===== config.mk =====
export PLATFORM = sky130hd
export DESIGN_NAME = sa_act_skew_feeder_flat
export DESIGN_NICKNAME = d
export VERILOG_FILES = /design/src/rtl/vTPU_pkg.sv /design/src/rtl/sa_act_skew_feeder_if.sv /design/src/rtl/skew_delay_line.sv /design/src/rtl/sa_act_skew_feeder.sv /design/src/flat_wrapper.sv
export SDC_FILE = /design/constraint.sdc
export NUM_CORES = 1
export LEC_CHECK = 0
export CELL_PAD_IN_SITES_DETAIL_PLACEMENT = 0
export CELL_PAD_IN_SITES_GLOBAL_PLACEMENT = 1
export CORE_MARGIN = 2
export CORE_UTILIZATION = 30
export CTS_CLUSTER_SIZE = 25
export DETAILED_ROUTE_END_ITERATION = 8
export MAX_ROUTING_LAYER = met4
export PLACE_DENSITY = 0.67
export SYNTH_ARGS = -nofsm -noshare
export SYNTH_HDL_FRONTEND = slang
export SYNTH_SLANG_ARGS = --single-unit

===== constraint.sdc =====
create_clock -name clk -period 5.86 [get_ports clk]
set_clock_uncertainty 0.2 [all_clocks]
set_input_delay 0.879 -clock clk [delete_from_list [all_inputs] [get_ports clk]]
set_output_delay 0.879 -clock clk [all_outputs]
set_load 0.1 [all_outputs]

===== src/rtl/vTPU_pkg.sv =====
// vTPU_pkg: shared array geometry and types for the vTPU datapath.
package vTPU_pkg;
    localparam int X = 3;
    localparam int BITWIDTH = 8;
    localparam int NUM_REG_COLUMNS = 64;
    typedef logic [BITWIDTH-1:0] act_t;
    typedef enum logic [1:0] {SKW_IDLE, SKW_STREAM, SKW_DRAIN} skew_state_t;
endpackage


===== src/rtl/sa_act_skew_feeder_if.sv =====
// sa_act_skew_feeder_if: valid/ready beat stream (valid, ready, data lanes, last) into the skew feeder.
interface sa_act_skew_feeder_if #(
    parameter int X = vTPU_pkg::X,
    parameter int BITWIDTH = vTPU_pkg::BITWIDTH
);
    logic                  valid;
    logic                  ready;
    logic                  last;
    logic [X*BITWIDTH-1:0] data;
    modport master (output valid, data, last, input ready);
    modport slave (input valid, data, last, output ready);
endinterface


===== src/rtl/skew_delay_line.sv =====
// skew_delay_line: DEPTH-stage shift chain of W bits; shifts when en, sync clear on rst; q is the last stage.
module skew_delay_line #(
    parameter int DEPTH = 1,
    parameter int W = 1
) (
    input  logic         clk,
    input  logic         rst,
    input  logic         en,
    input  logic [W-1:0] d,
    output logic [W-1:0] q
);
    logic [W-1:0] sr [DEPTH];
    always_ff @(posedge clk) begin
        if (rst) begin
            for (int k = 0; k < DEPTH; k++) sr[k] <= '0;
        end else if (en) begin
            sr[0] <= d;
            for (int k = 1; k < DEPTH; k++) sr[k] <= sr[k-1];
        end
    end
    assign q = sr[DEPTH-1];
endmodule


===== src/rtl/sa_act_skew_feeder.sv =====
// sa_act_skew_feeder: skews activation beats into a diagonal wavefront (row i delayed i extra cycles), drains and pulses done.
// Ports: clk/rst; in_if (slave beat stream); sa_stall freezes everything; out_data/out_valid/out_last per row;
// done on final emission of row X-1; beat_cnt beats in tile; overflow sticky beyond K_MAX.
module sa_act_skew_feeder #(
    parameter int X = vTPU_pkg::X,
    parameter int BITWIDTH = vTPU_pkg::BITWIDTH,
    parameter int K_MAX = vTPU_pkg::NUM_REG_COLUMNS
) (
    input  logic                       clk,
    input  logic                       rst,
    sa_act_skew_feeder_if.slave        in_if,
    input  logic                       sa_stall,
    output logic [X*BITWIDTH-1:0]      out_data,
    output logic [X-1:0]               out_valid,
    output logic [X-1:0]               out_last,
    output logic                       done,
    output logic [$clog2(K_MAX+1)-1:0] beat_cnt,
    output logic                       overflow
);
    import vTPU_pkg::*;
    localparam int CW = $clog2(K_MAX+1);
    skew_state_t state, state_nx;
    logic advance, accept;
    assign advance = !sa_stall;
    assign in_if.ready = !sa_stall && state != SKW_DRAIN && !rst;
    assign accept = in_if.valid && in_if.ready;
    assign done = !rst && advance && state == SKW_DRAIN && out_last[X-1];
    for (genvar g = 0; g < X; g++) begin : g_row
        logic [BITWIDTH+1:0] q;
        skew_delay_line #(.DEPTH(g+1), .W(BITWIDTH+2)) u_line (
            .clk (clk),
            .rst (rst),
            .en  (advance),
            .d   (accept ? {in_if.data[g*BITWIDTH +: BITWIDTH], 1'b1, in_if.last} : '0),
            .q   (q)
        );
        assign out_data[g*BITWIDTH +: BITWIDTH] = q[BITWIDTH+1:2];
        assign out_valid[g] = q[1];
        assign out_last[g] = q[0];
    end
    always_comb begin
        state_nx = state;
        case (state)
            SKW_IDLE, SKW_STREAM: state_nx = accept ? (in_if.last ? SKW_DRAIN : SKW_STREAM) : state;
            SKW_DRAIN: state_nx = done ? SKW_IDLE : SKW_DRAIN;
            default: state_nx = SKW_IDLE;
        endcase
    end
    // beat_cnt is 0 in IDLE, so the first accept loads 1; it saturates at K_MAX once overflow is flagged.
    always_ff @(posedge clk) begin
        if (rst) begin
            state <= SKW_IDLE;
            beat_cnt <= '0;
            overflow <= 1'b0;
        end else if (advance) begin
            state <= state_nx;
            beat_cnt <= done ? '0 : accept ? beat_cnt + CW'(beat_cnt != CW'(K_MAX)) : beat_cnt;
            overflow <= overflow | (accept && beat_cnt == CW'(K_MAX));
        end
    end
endmodule

===== src/flat_wrapper.sv =====
// flat-port wrapper written by rule: the top's interface ports become plain ports
module sa_act_skew_feeder_flat import vTPU_pkg::*;
#(
    parameter int X = vTPU_pkg::X,
    parameter int BITWIDTH = vTPU_pkg::BITWIDTH,
    parameter int K_MAX = vTPU_pkg::NUM_REG_COLUMNS
)
  (clk, rst, sa_stall, out_data, out_valid, out_last, done, beat_cnt, overflow, in_if_valid, in_if_data, in_if_last, in_if_ready);
  sa_act_skew_feeder_if #(.X(X), .BITWIDTH(BITWIDTH)) in_if_i ();
  input  logic clk;
  input  logic rst;
  input  logic sa_stall;
  output logic [X*BITWIDTH-1:0] out_data;
  output logic [X-1:0] out_valid;
  output logic [X-1:0] out_last;
  output logic done;
  output logic [$clog2(K_MAX+1)-1:0] beat_cnt;
  output logic overflow;
  input wire logic [$bits(in_if_i.valid)-1:0] in_if_valid;
  input wire logic [$bits(in_if_i.data)-1:0] in_if_data;
  input wire logic [$bits(in_if_i.last)-1:0] in_if_last;
  output wire logic [$bits(in_if_i.ready)-1:0] in_if_ready;
  assign in_if_i.valid = in_if_valid;
  assign in_if_i.data = in_if_data;
  assign in_if_i.last = in_if_last;
  assign in_if_ready = in_if_i.ready;
  sa_act_skew_feeder #(.X(X), .BITWIDTH(BITWIDTH), .K_MAX(K_MAX)) u_core (.clk(clk), .rst(rst), .in_if(in_if_i), .sa_stall(sa_stall), .out_data(out_data), .out_valid(out_valid), .out_last(out_last), .done(done), .beat_cnt(beat_cnt), .overflow(overflow));
endmodule

; ---- Word-level counts from Yosys, hierarchy flattened
; Memories as Yosys holds them, arrays and structs flattened.
; Index checks and enable logic that the tools add are counted.
[totals]
n_memories = 3
reg_bits = 10
word_cells = 56
inputBits = 29
mem_bits_rw = 60
[classes]
n_bitwise = 7
n_reduce_logical = 15
muxes = 21
n_addsub = 1
n_eq_ne = 6
[mem_list]
columns = name, words, width, rd, rd_ports_with_merged_regs, wr, line
row1 = u_core.g_row[2].u_line.sr, 3, 10, 3, 0, 3, skew_delay_line.sv:12  ; logic [W-1:0] sr [DEPTH];
row2 = u_core.g_row[1].u_line.sr, 2, 10, 2, 0, 2, skew_delay_line.sv:12
row3 = u_core.g_row[0].u_line.sr, 1, 10, 1, 0, 1, skew_delay_line.sv:12
[ops]
columns = operator, n
row1 = $mux 10, 9
row2 = $mux 7, 2
row3 = $reduce_or 10->1, 1
row4 = $add 7x1->7, 1
row5 = $eq 7x7->1 const B, 1
row6 = $logic_and 1x1->1, 7
row7 = $ne 7x7->1 const B, 1
row8 = $mux 1, 6
row9 = $mux 2, 3
row10 = $or 1x1->1, 6
row11 = $pmux 2 s2, 1
row12 = $reduce_and 2->1, 2
row13 = $eq 2x1->1 const B, 1
row14 = $eq 2x2->1 const B, 1
row15 = $logic_not 1->1, 2
row16 = $logic_not 2->1, 1
row17 = $ne 2x1->1 const B, 1
row18 = $ne 2x2->1 const B, 1
row19 = $reduce_bool 2->1, 1
row20 = $reduce_or 2->1, 1
row21 = $not 1->1, 1

; ---- Depth between registers and ports, before layout
; Gate-level depths: netlist (run 1).
[logic_depth]
word_depth = 6
mapped_depth = 9
ltp_nobuf = 9

; ---- Cells and area by module
; Synthesis (run 1) repeated with hierarchy kept, for this count alone.
[hier_totals]
hier_cells = 245
hier_area_um2 = 3321.9
[modules_own_cells]
columns = mod, cells_per_inst, area_each_um2, seq_area_each_um2, n_inst
row1 = skew_delay_line (u_core.g_row[2].u_line), 77, 1290.0, 900.9, 1
row2 = skew_delay_line (u_core.g_row[1].u_line), 55, 889.6, 600.6, 1
row3 = sa_act_skew_feeder, 90, 729.4, 200.2, 1
row4 = skew_delay_line (u_core.g_row[0].u_line), 23, 412.9, 300.3, 1

; ---- Worst setup path after synthesis (run 1)
; OpenSTA, ideal clock, no wires.
[synth_timing]
path_type = input-to-output
startpoint = input sa_stall
endpoint = output in_if_ready
path_stages = 2
setup_slack_ns = 2.396
arrival_ns = 2.385
path_cell_list = or2_1 > nor2_1
[synth_via]
elab_chain_len = 3
[synth_lines]
columns = element, line
row1 = from (decl), flat_wrapper.sv:12  ; input logic sa_stall;
row2 = $logic_not 1->1, sa_act_skew_feeder.sv:25  ; assign in_if.ready = !sa_stall && state != SKW_DRAIN && !rst;
row3 = $logic_and 1x1->1 (2 in series), sa_act_skew_feeder.sv:25
row4 = to (decl), flat_wrapper.sv:22  ; output wire logic [$bits(in_if_i.ready)-1:0] in_if_ready;
; No other way between the ends.

; ---- Worst setup path in the final report (run 1)
; Same ends and word-level chain as after synthesis.

==> results of run 1 <==
[how the worst max path moves through the flow]
stage	from	endpoint	slack [ns]	cells past startpoint
floorplan	sa_stall	in_if_ready	2.40	2
global placement	rst	in_if_ready	1.85	4
detailed placement	sa_stall	in_if_ready	1.83	4
CTS	sa_stall	in_if_ready	1.83	4
global route	sa_stall	in_if_ready	1.73	4
finish	sa_stall	in_if_ready	1.83	4
[sequential cells by signal, indices dropped and copies added, names as in the netlist]
register                flops
u_core.state                2
u_core.beat_cnt             7
u_core.overflow             1
u_core.g_row.u_line.sr     54
[synth_stat cells (all sizes together)]
master,number
a21oi,6
a2bb2oi,1
a31oi,1
and2,53
and2b,1
and3,2
buf,24
clkbuf,5
dfxtp,10
edfxtp,54
ha,3
inv,3
mux2i,2
nand2,6
nand2b,1
nand3,3
nand3b,1
nand4,2
nor2,9
nor4b,1
nor4bb,1
o21a,2
o21ai,4
o21ba,1
or2,2
or2b,1
or3,3
or4,1
[routing by layer]
metal / track usage [%] / part of all wire, %
met1: 11.95 / 44
met2: 16.48 / 48
met3: 3.617 / 5.5
met4: 7.271 / 2.6
met5: - / 0
[where the power goes]
group	switching [mW]	internal [mW]	leakage [nW]
clock	0.163	0.219	0.103
sequential	0.00720	0.518	0.680
combinational	0.127	0.0474	0.536
total	0.296	0.785	1.32
[critical path, stage by stage]
cell,delay (ns)
clkdlybuf4s50_1,0.53
or2_1,0.30
nor2_1,0.11
clkdlybuf4s50_1,1.13
[metrics by stage]
| step | area [µm²] | util, % | worst slack, ns |
|---|---|---|---|
| after floorplan | 2689 | - | 2.396 |
| after global placement | 3329 | 38.18 | 1.855 |
| after detailed placement | 3329 | 38.18 | 1.834 |
| after CTS | 3528 | 40.46 | 1.832 |
| after global routing | 3528 | 40.46 | 1.726 |
| final | 3528 | 40.46 | 1.832 |
[logic make-up (layout without fill, tap and decap cells)]
kind of cell | count (synthesis) | count (layout) | share of synthesized area (%)
adder cells (fa/ha/maj) | 3 | 3 | 1.396
AND/OR/NAND/NOR | 87 | 87 | 19.13
buffers and inverters | 32 | 89 | 7.632
AO/OA/AOI/OAI | 15 | 15 | 3.351
multiplexers | 2 | 2 | 0.7446
flip-flops | 64 | 64 | 67.75
[cell type report]
type	instances	share of cell area [%]
Sequential cell	64	51.63
Timing Repair Buffer	70	19.72
Multi-Input combinational cell	107	18.87
Clock buffer	13	4.504
Tap cell	108	3.830
Clock inverter	3	1.135
Inverter	3	0.3191
==> impl_metrics.json, run 1 <==
{
  "crit_required_ns": 4.78,
  "place_hpwl_mm": 3.003,
  "layout.nets": 287,
  "regArea_um2": 1822,
  "ant_nets": 0,
  "hold_buffers": 0,
  "dieHeight_um": 98.67,
  "post_cts_buffers": 0,
  "yosys.area.top_type": "edfxtp_1",
  "fmaxAchievable_ghz": 0.2483,
  "cp-end-kind": "output pin",
  "h-tree-depth": 3,
  "stdcell_count": 368,
  "first_pass_iters": 4,
  "hp-class": "reg2reg",
  "most-common-layout-cells": "clkdlybuf4s50_1 (68), edfxtp_1 (54), and2_1 (53)",
  "leakagePower_nw": 1.319,
  "num_io_pins": 69,
  "synth_nets": 235,
  "setup_viol": 0,
  "rows": 34,
  "finalWirelength_mm": 4.657,
  "seq_area_frac_synth_pct": 67.75,
  "fin_hold_ws_ns": 0.2911,
  "synth_area_per_cell_um2": 13.25,
  "yosys_register_bits": 64,
  "cts.reportedPaths.clkPinSlew_ns": 0.06,
  "hp-start": "u_core.overflow$_SDFFE_PP0N_",
  "slew_viol_final": 0,
  "netlist_area_um2": 2689,
  "place_inst": 352,
  "drc": 0,
  "ir_worst_vdd_v": 0.0001169,
  "r2r_cells": 9,
  "reg2reg_setup_slack_ns": 3.76,
  "synth.distinct_cells": 31,
  "drt_iter0_drc": 41,
  "diodes": 0,
  "path_max_fanout": 7,
  "numCtsBuffers": 9,
  "grt.overflow.total": 0,
  "core_area_um2": 8721,
  "antenna_found_initial": 0,
  "hold_violations": 0,
  "grt_usage_pct": 10.79,
  "syn_inst": 203,
  "maxCapViolCount": 0,
  "grt_pass1_wl_mm": 7.631,
  "status": "finished, final reports clean",
  "fp.dieW_um": 98.67,
  "die_area_um2": 9736,
  "relSlewSlack_pct": 32.32,
  "synth_top_area_share_pct": 60.31,
  "gp_congestion": 0.8218,
  "synthTopCellsByArea": "edfxtp_1 (60%), and2_1 (12%), dfxtp_1 (7.4%)",
  "ys.warnings.count": 0,
  "initial_utilization_pct": 30.83,
  "viasPerCell": 4.269,
  "wl_per_cell_um": 12.65,
  "grt_max_degree": 55,
  "clock_path_buffers": 2,
  "nFillCells": 835,
  "cts-root-buf": "clkbuf_8",
  "area_growth_pct": 31.22,
  "r2r-start": "u_core.beat_cnt[0]$_SDFFE_PP0P_",
  "finalCritPeriodShare_pct": 68.73,
  "powerDensity_nw_per_um2": 306.3,
  "clock-sinks": 64,
  "grt_pass1_vias": 1560,
  "crit_path_start_kind": "input port",
  "path_class": "in2out",
  "multi_input_comb_area_um2": 665.6,
  "power.total_mw": 1.081,
  "r2r_end": "u_core.beat_cnt[5]$_SDFFE_PP0P_",
  "vias": 1571,
  "clock_latency_ns": 0.33,
  "min_path_cells": 1,
  "final_common_cell": "clkdlybuf4s50_1",
  "io_buffers": 68,
  "worstHoldEndpoint": "u_core.overflow$_SDFFE_PP0N_",
  "tightestPinTransition_ns": 1.012,
  "cts_tree": "yes",
  "drive_above_1_share_pct": 7.692,
  "finalCriticalPeriod_ns": 4.028,
  "crit_arrival_ns": 2.95,
  "fin_setup_tns_ns": 0,
  "rsz0062_at_grt": "false",
  "cts_resized": 0
}
Power figures use the tool's default switching activity.
==> run 2, diff against run 1 <==
--- a/config.mk
+++ b/config.mk
@@ -12,7 +12,7 @@
 export CTS_CLUSTER_SIZE = 25
 export DETAILED_ROUTE_END_ITERATION = 8
 export MAX_ROUTING_LAYER = met4
-export PLACE_DENSITY = 0.67
+export PLACE_DENSITY = 0.7
 export SYNTH_ARGS = -nofsm -noshare
 export SYNTH_HDL_FRONTEND = slang
 export SYNTH_SLANG_ARGS = --single-unit
==> constraint.sdc (replaced) <==
create_clock -name clk -period 3.6 [get_ports clk]
set_clock_uncertainty 0.2 [all_clocks]
set_input_delay 0.54 -clock clk [delete_from_list [all_inputs] [get_ports clk]]
set_output_delay 0.54 -clock clk [all_outputs]
set_load 0.1 [all_outputs]
==> impl_metrics.json, run 2 (synthesized netlist as in run 1, its figures left out) <==
{
  "status": "finished, final reports clean",
  "met2_usage_pct": 16.33,
  "die_area_um2": 9736,
  "vias": 1605,
  "slowest_delay_ns": 1.17,
  "rows": 34,
  "wl_per_cell_um": 13.19,
  "top_regs": "u_core.g_row.u_line.sr: 54 flops, u_core.beat_cnt: 7 flops, u_core.state: 2 flops",
  "reg2reg_setup_slack_ns": 1.47,
  "most-common-layout-cells": "clkdlybuf4s50_1 (66), edfxtp_1 (54), and2_1 (53)",
  "cts_resized": 0,
  "grt_usage_pct": 11.00,
  "initial_utilization_pct": 30.83,
  "ir_worst_vdd_v": 0.0002756,
  "cts_tree": "yes",
  "grt_use_met3_pct": 4.326,
  "largest_reg_flops": 54,
  "r2r-start": "u_core.beat_cnt[0]$_SDFFE_PP0P_",
  "cp-startpoint": "u_core.g_row[2].u_line.sr[0][20]$_SDFFCE_PP0P_",
  "fin_hold_ws_ns": 0.2818,
  "area_growth_pct": 30.94,
  "hp-start": "u_core.overflow$_SDFFE_PP0N_",
  "nFillCells": 833,
  "busiest_layer": "met2",
  "finalCriticalPeriod_ns": 2.690,
  "io_buffers": 68,
  "drive_above_1_share_pct": 8.462,
  "cts-root-buf": "clkbuf_8",
  "antenna_found_initial": 0,
  "cts.reportedPaths.clkPinSlew_ns": 0.07,
  "grt_pass1_vias": 1639,
  "final_common_cell": "clkdlybuf4s50_1",
  "fin_area_um2": 3521,
  "viasPerCell": 4.361,
  "crit_arrival_ns": 1.95,
  "min_path_cells": 1,
  "relSlewSlack_pct": 32.44,
  "finalWirelength_mm": 4.853,
  "fmaxAchievable_ghz": 0.3717,
  "place_area_um2": 3344,
  "r2r_cells": 9,
  "drt_iter0_drc": 96,
  "crit_family": "buffers and inverters",
  "numCtsBuffers": 9,
  "tightestPinTransition_ns": 1.010,
  "r2r_end": "u_core.beat_cnt[5]$_SDFFE_PP0P_",
  "grt_pass1_wl_mm": 7.955,
  "crit_path_start_kind": "flip-flop",
  "rsz0062_at_grt": "false",
  "worstHoldEndpoint": "u_core.overflow$_SDFFE_PP0N_",
  "finalCritPeriodShare_pct": 74.73,
  "powerDensity_nw_per_um2": 486.5,
  "h-tree-depth": 3,
  "slew_viol_final": 0,
  "diodes": 0,
  "regMostFlops": "u_core.g_row.u_line.sr",
  "ant_nets": 0,
  "leakagePower_nw": 1.319,
  "place_hpwl_mm": 3.235,
  "cp-end-kind": "output pin",
  "gp_congestion": 0.7743,
  "crit_required_ns": 2.86,
  "drc": 0,
  "path_max_fanout": 5,
  "maxCapViolCount": 0,
  "first_pass_iters": 4,
  "core_area_um2": 8721,
  "hold_buffers": 0,
  "fp.dieW_um": 98.67,
  "critical_path.cell_chain": "clkdlybuf4s50_1",
  "clock_latency_ns": 0.33,
  "fin_setup_tns_ns": 0,
  "num_io_pins": 69,
  "path_class": "reg2out",
  "setup_viol": 0,
  "clock_path_buffers": 2,
  "grt.overflow.total": 0,
  "dieHeight_um": 98.67,
  "grt_max_degree": 30,
  "hold_violations": 0,
  "grt_use_met1_pct": 13.21,
  "cp_num_buf_inv": 1,
  "layout.nets": 288,
  "clock-sinks": 64,
  "post_cts_buffers": 0,
  "crit_slowest_cell": "clkdlybuf4s50_1",
  "hp-class": "reg2reg"
}
-- run 2: where the power goes --
group | leakage [nW] | total, mW | switching, mW | internal (mW)
sequential | 0.680 | 0.856 | 0.0122 | 0.844
clock | 0.0933 | 0.572 | 0.261 | 0.310
combinational | 0.547 | 0.285 | 0.208 | 0.0779
total | 1.32 | 1.71 | 0.481 | 1.23
-- run 2: per-layer routing --
layer	wire (µm)	part of all wire, %
met2	2359	49
met5	0	0
met3	306	6.3
met4	51	1.1
met1	2137	44
-- run 2: stage by stage --
stage                     total power [mW]  worst slack [ns]  instances  utilization, %
after global routing                 1.785            0.8037        368           40.37
after global placement               1.157            0.9374        353           38.35
after floorplan                      1.091            0.8141        203               -
after CTS                            1.744            0.8571        368           40.37
after detailed placement             1.161            0.8430        353           38.35
final                                1.713            0.9095        368           40.37
-- run 2: cell type report --
type                       instances  area (µm²)  area share, %
tap                              108       135.1          3.838
clock buffer                      10       127.6          3.625
clock inverter                     5       48.80          1.386
multi-input combinational        107       665.6          18.91
sequential                        64        1822          51.74
inverter                           3       11.26         0.3198
timing repair buffer              71       710.7          20.18
-- run 2: how the worst max path moves through the flow --
stage                                      endpoint  cells after the start
finish                                  out_last[2]                      1
global route                                   done                      4
CTS                                     out_last[2]                      1
detailed placement  u_core.beat_cnt[3]$_SDFFE_PP0P_                      6
global placement                               done                      4
floorplan                               in_if_ready                      2
==> run 3, diff against run 2 <==
==> constraint.sdc (replaced) <==
create_clock -name clk -period 2.3 [get_ports clk]
set_clock_uncertainty 0.2 [all_clocks]
set_input_delay 0.345 -clock clk [delete_from_list [all_inputs] [get_ports clk]]
set_output_delay 0.345 -clock clk [all_outputs]
set_load 0.1 [all_outputs]
==> impl_metrics.json, run 3 (synthesized netlist as in run 1, its figures left out) <==
{
  "cts_resized": 0,
  "stdcell_count": 375,
  "p_switching_mw": 0.7415,
  "most-common-layout-cells": "edfxtp_1 (54), and2_1 (53), buf_4 (46)",
  "ir_worst_vdd_v": 0.0003335,
  "gp_congestion": 0.7922,
  "fin_hold_ws_ns": 0.2872,
  "drc": 0,
  "fin_setup_tns_ns": 0,
  "clock_latency_ns": 0.33,
  "grt_max_degree": 48,
  "slew_viol_final": 0,
  "p_clk_share_pct": 33.7,
  "diodes": 0,
  "grt_usage_pct": 10.43,
  "cts-root-buf": "clkbuf_8",
  "rsz0062_at_grt": "false",
  "path_max_fanout": 4,
  "p_comb_share_pct": 16.6,
  "critical_path.cell_chain": "clkdlybuf4s50_1 -> or2_1 -> buf_4 -> nor2_2 -> buf_12",
  "finalCriticalPeriod_ns": 2.123,
  "layout.nets": 294,
  "clock_path_buffers": 2,
  "initial_utilization_pct": 30.83,
  "relSlewSlack_pct": 74.23,
  "regArea_um2": 1827,
  "viasPerCell": 4.229,
  "clock-sinks": 64,
  "place_hpwl_mm": 3.220,
  "path_depth": 5,
  "multi_input_comb_area_um2": 668.1,
  "crit_path_start_kind": "input port",
  "place_inst": 359,
  "area_growth_pct": 30.94,
  "antenna_found_initial": 0,
  "vias": 1586,
  "slowest_delay_ns": 0.48,
  "intPower_mw": 1.955,
  "largest_reg_flops": 54,
  "first_pass_iters": 4,
  "regMostFlops": "u_core.g_row.u_line.sr",
  "place_area_um2": 3327,
  "rows": 34,
  "wl_per_cell_um": 12.30,
  "crit_family": "buffers and inverters",
  "die_area_um2": 9736,
  "cts.reportedPaths.clkPinSlew_ns": 0.07,
  "hp-class": "reg2reg",
  "post_cts_buffers": 0,
  "io_buffers": 68,
  "drt_iter0_drc": 36,
  "r2r_cells": 9,
  "grt.overflow.total": 0,
  "cp_num_buf_inv": 3,
  "switching_share_pct": 27.50,
  "fin_area_um2": 3521,
  "crit_slowest_cell": "clkdlybuf4s50_1",
  "tightestPinTransition_ns": 0.3758,
  "fp.dieW_um": 98.67,
  "cts_tree": "yes",
  "top_regs": "u_core.g_row.u_line.sr: 54 flops, u_core.beat_cnt: 7 flops, u_core.state: 2 flops",
  "min_path_cells": 2,
  "finalWirelength_mm": 4.614,
  "crit_required_ns": 1.75,
  "setup_viol": 0,
  "path_class": "in2out",
  "finalCritPeriodShare_pct": 92.30,
  "numCtsBuffers": 9,
  "status": "finished, final reports clean",
  "crit_arrival_ns": 1.58,
  "powerDensity_nw_per_um2": 765.9,
  "share_seq_of_total_power_pct": 49.7,
  "dieHeight_um": 98.67,
  "ant_nets": 0,
  "core_area_um2": 8721,
  "num_io_pins": 69,
  "final_common_cell": "edfxtp_1",
  "cp-end-kind": "output pin",
  "nFillCells": 838,
  "grt_pass1_vias": 1517,
  "h-tree-depth": 3,
  "drive_above_1_share_pct": 26.97,
  "leakagePower_nw": 1.430,
  "fmaxAchievable_ghz": 0.4711,
  "power.total_mw": 2.697,
  "grt_pass1_wl_mm": 7.465,
  "hold_buffers": 0,
  "hold_violations": 0,
  "maxCapViolCount": 0
}
## run 3: layer usage
layer	GRT usage (%)	vias to the layer above	part of all wire, %
li1	-	795	-
met5	-	-	0
met3	3.830	10	6.4
met2	15.54	50	48
met4	4.742	0	1.9
met1	12.69	731	43
## run 3: area by class of cell
class                      count  share of cell area [%]
clock buffer                  14                   5.224
multi-input combinational    107                   18.98
inverter                       3                  0.3198
clock inverter                 2                  0.2843
sequential                    64                   51.88
timing repair buffer          77                   19.47
tap                          108                   3.838
## run 3: power groups by stage
stage / logic (mW) / registers, mW / clock network (mW)
final: 0.447 / 1.34 / 0.910
after global routing: 0.466 / 1.35 / 0.998
after CTS: 0.452 / 1.34 / 0.948
after detailed placement: 0.452 / 1.37 / 0
after global placement: 0.450 / 1.36 / 0
after floorplan: 0.276 / 1.43 / 0
## run 3: tightest hold or removal path: stages (launching register included)
cell and delay, ns:
dfxtp_2 0.34, nand2_1 0.05, a21oi_1 0.05
## run 3: path summary, 6_finish.rpt
| kind | startpoint | endpoint | slack [ns] |
|---|---|---|---|
| max reg2reg | u_core.beat_cnt[0]$_SDFFE_PP0P_ | u_core.beat_cnt[5]$_SDFFE_PP0P_ | 0.27 |
| max | sa_stall | in_if_ready | 0.18 |
| min | u_core.beat_cnt[0]$_SDFFE_PP0P_ | u_core.beat_cnt[0]$_SDFFE_PP0P_ | 0.29 |
| min reg2reg | u_core.beat_cnt[0]$_SDFFE_PP0P_ | u_core.beat_cnt[0]$_SDFFE_PP0P_ | 0.29 |
## run 3: metrics by stage
step                      setup WS, ns  utilization, %
after floorplan               -0.08322               -
after global placement          0.1192           38.15
after detailed placement       0.08668           38.15
after CTS                       0.1660           40.37
after global routing           0.03776           40.37
final                           0.1771           40.37
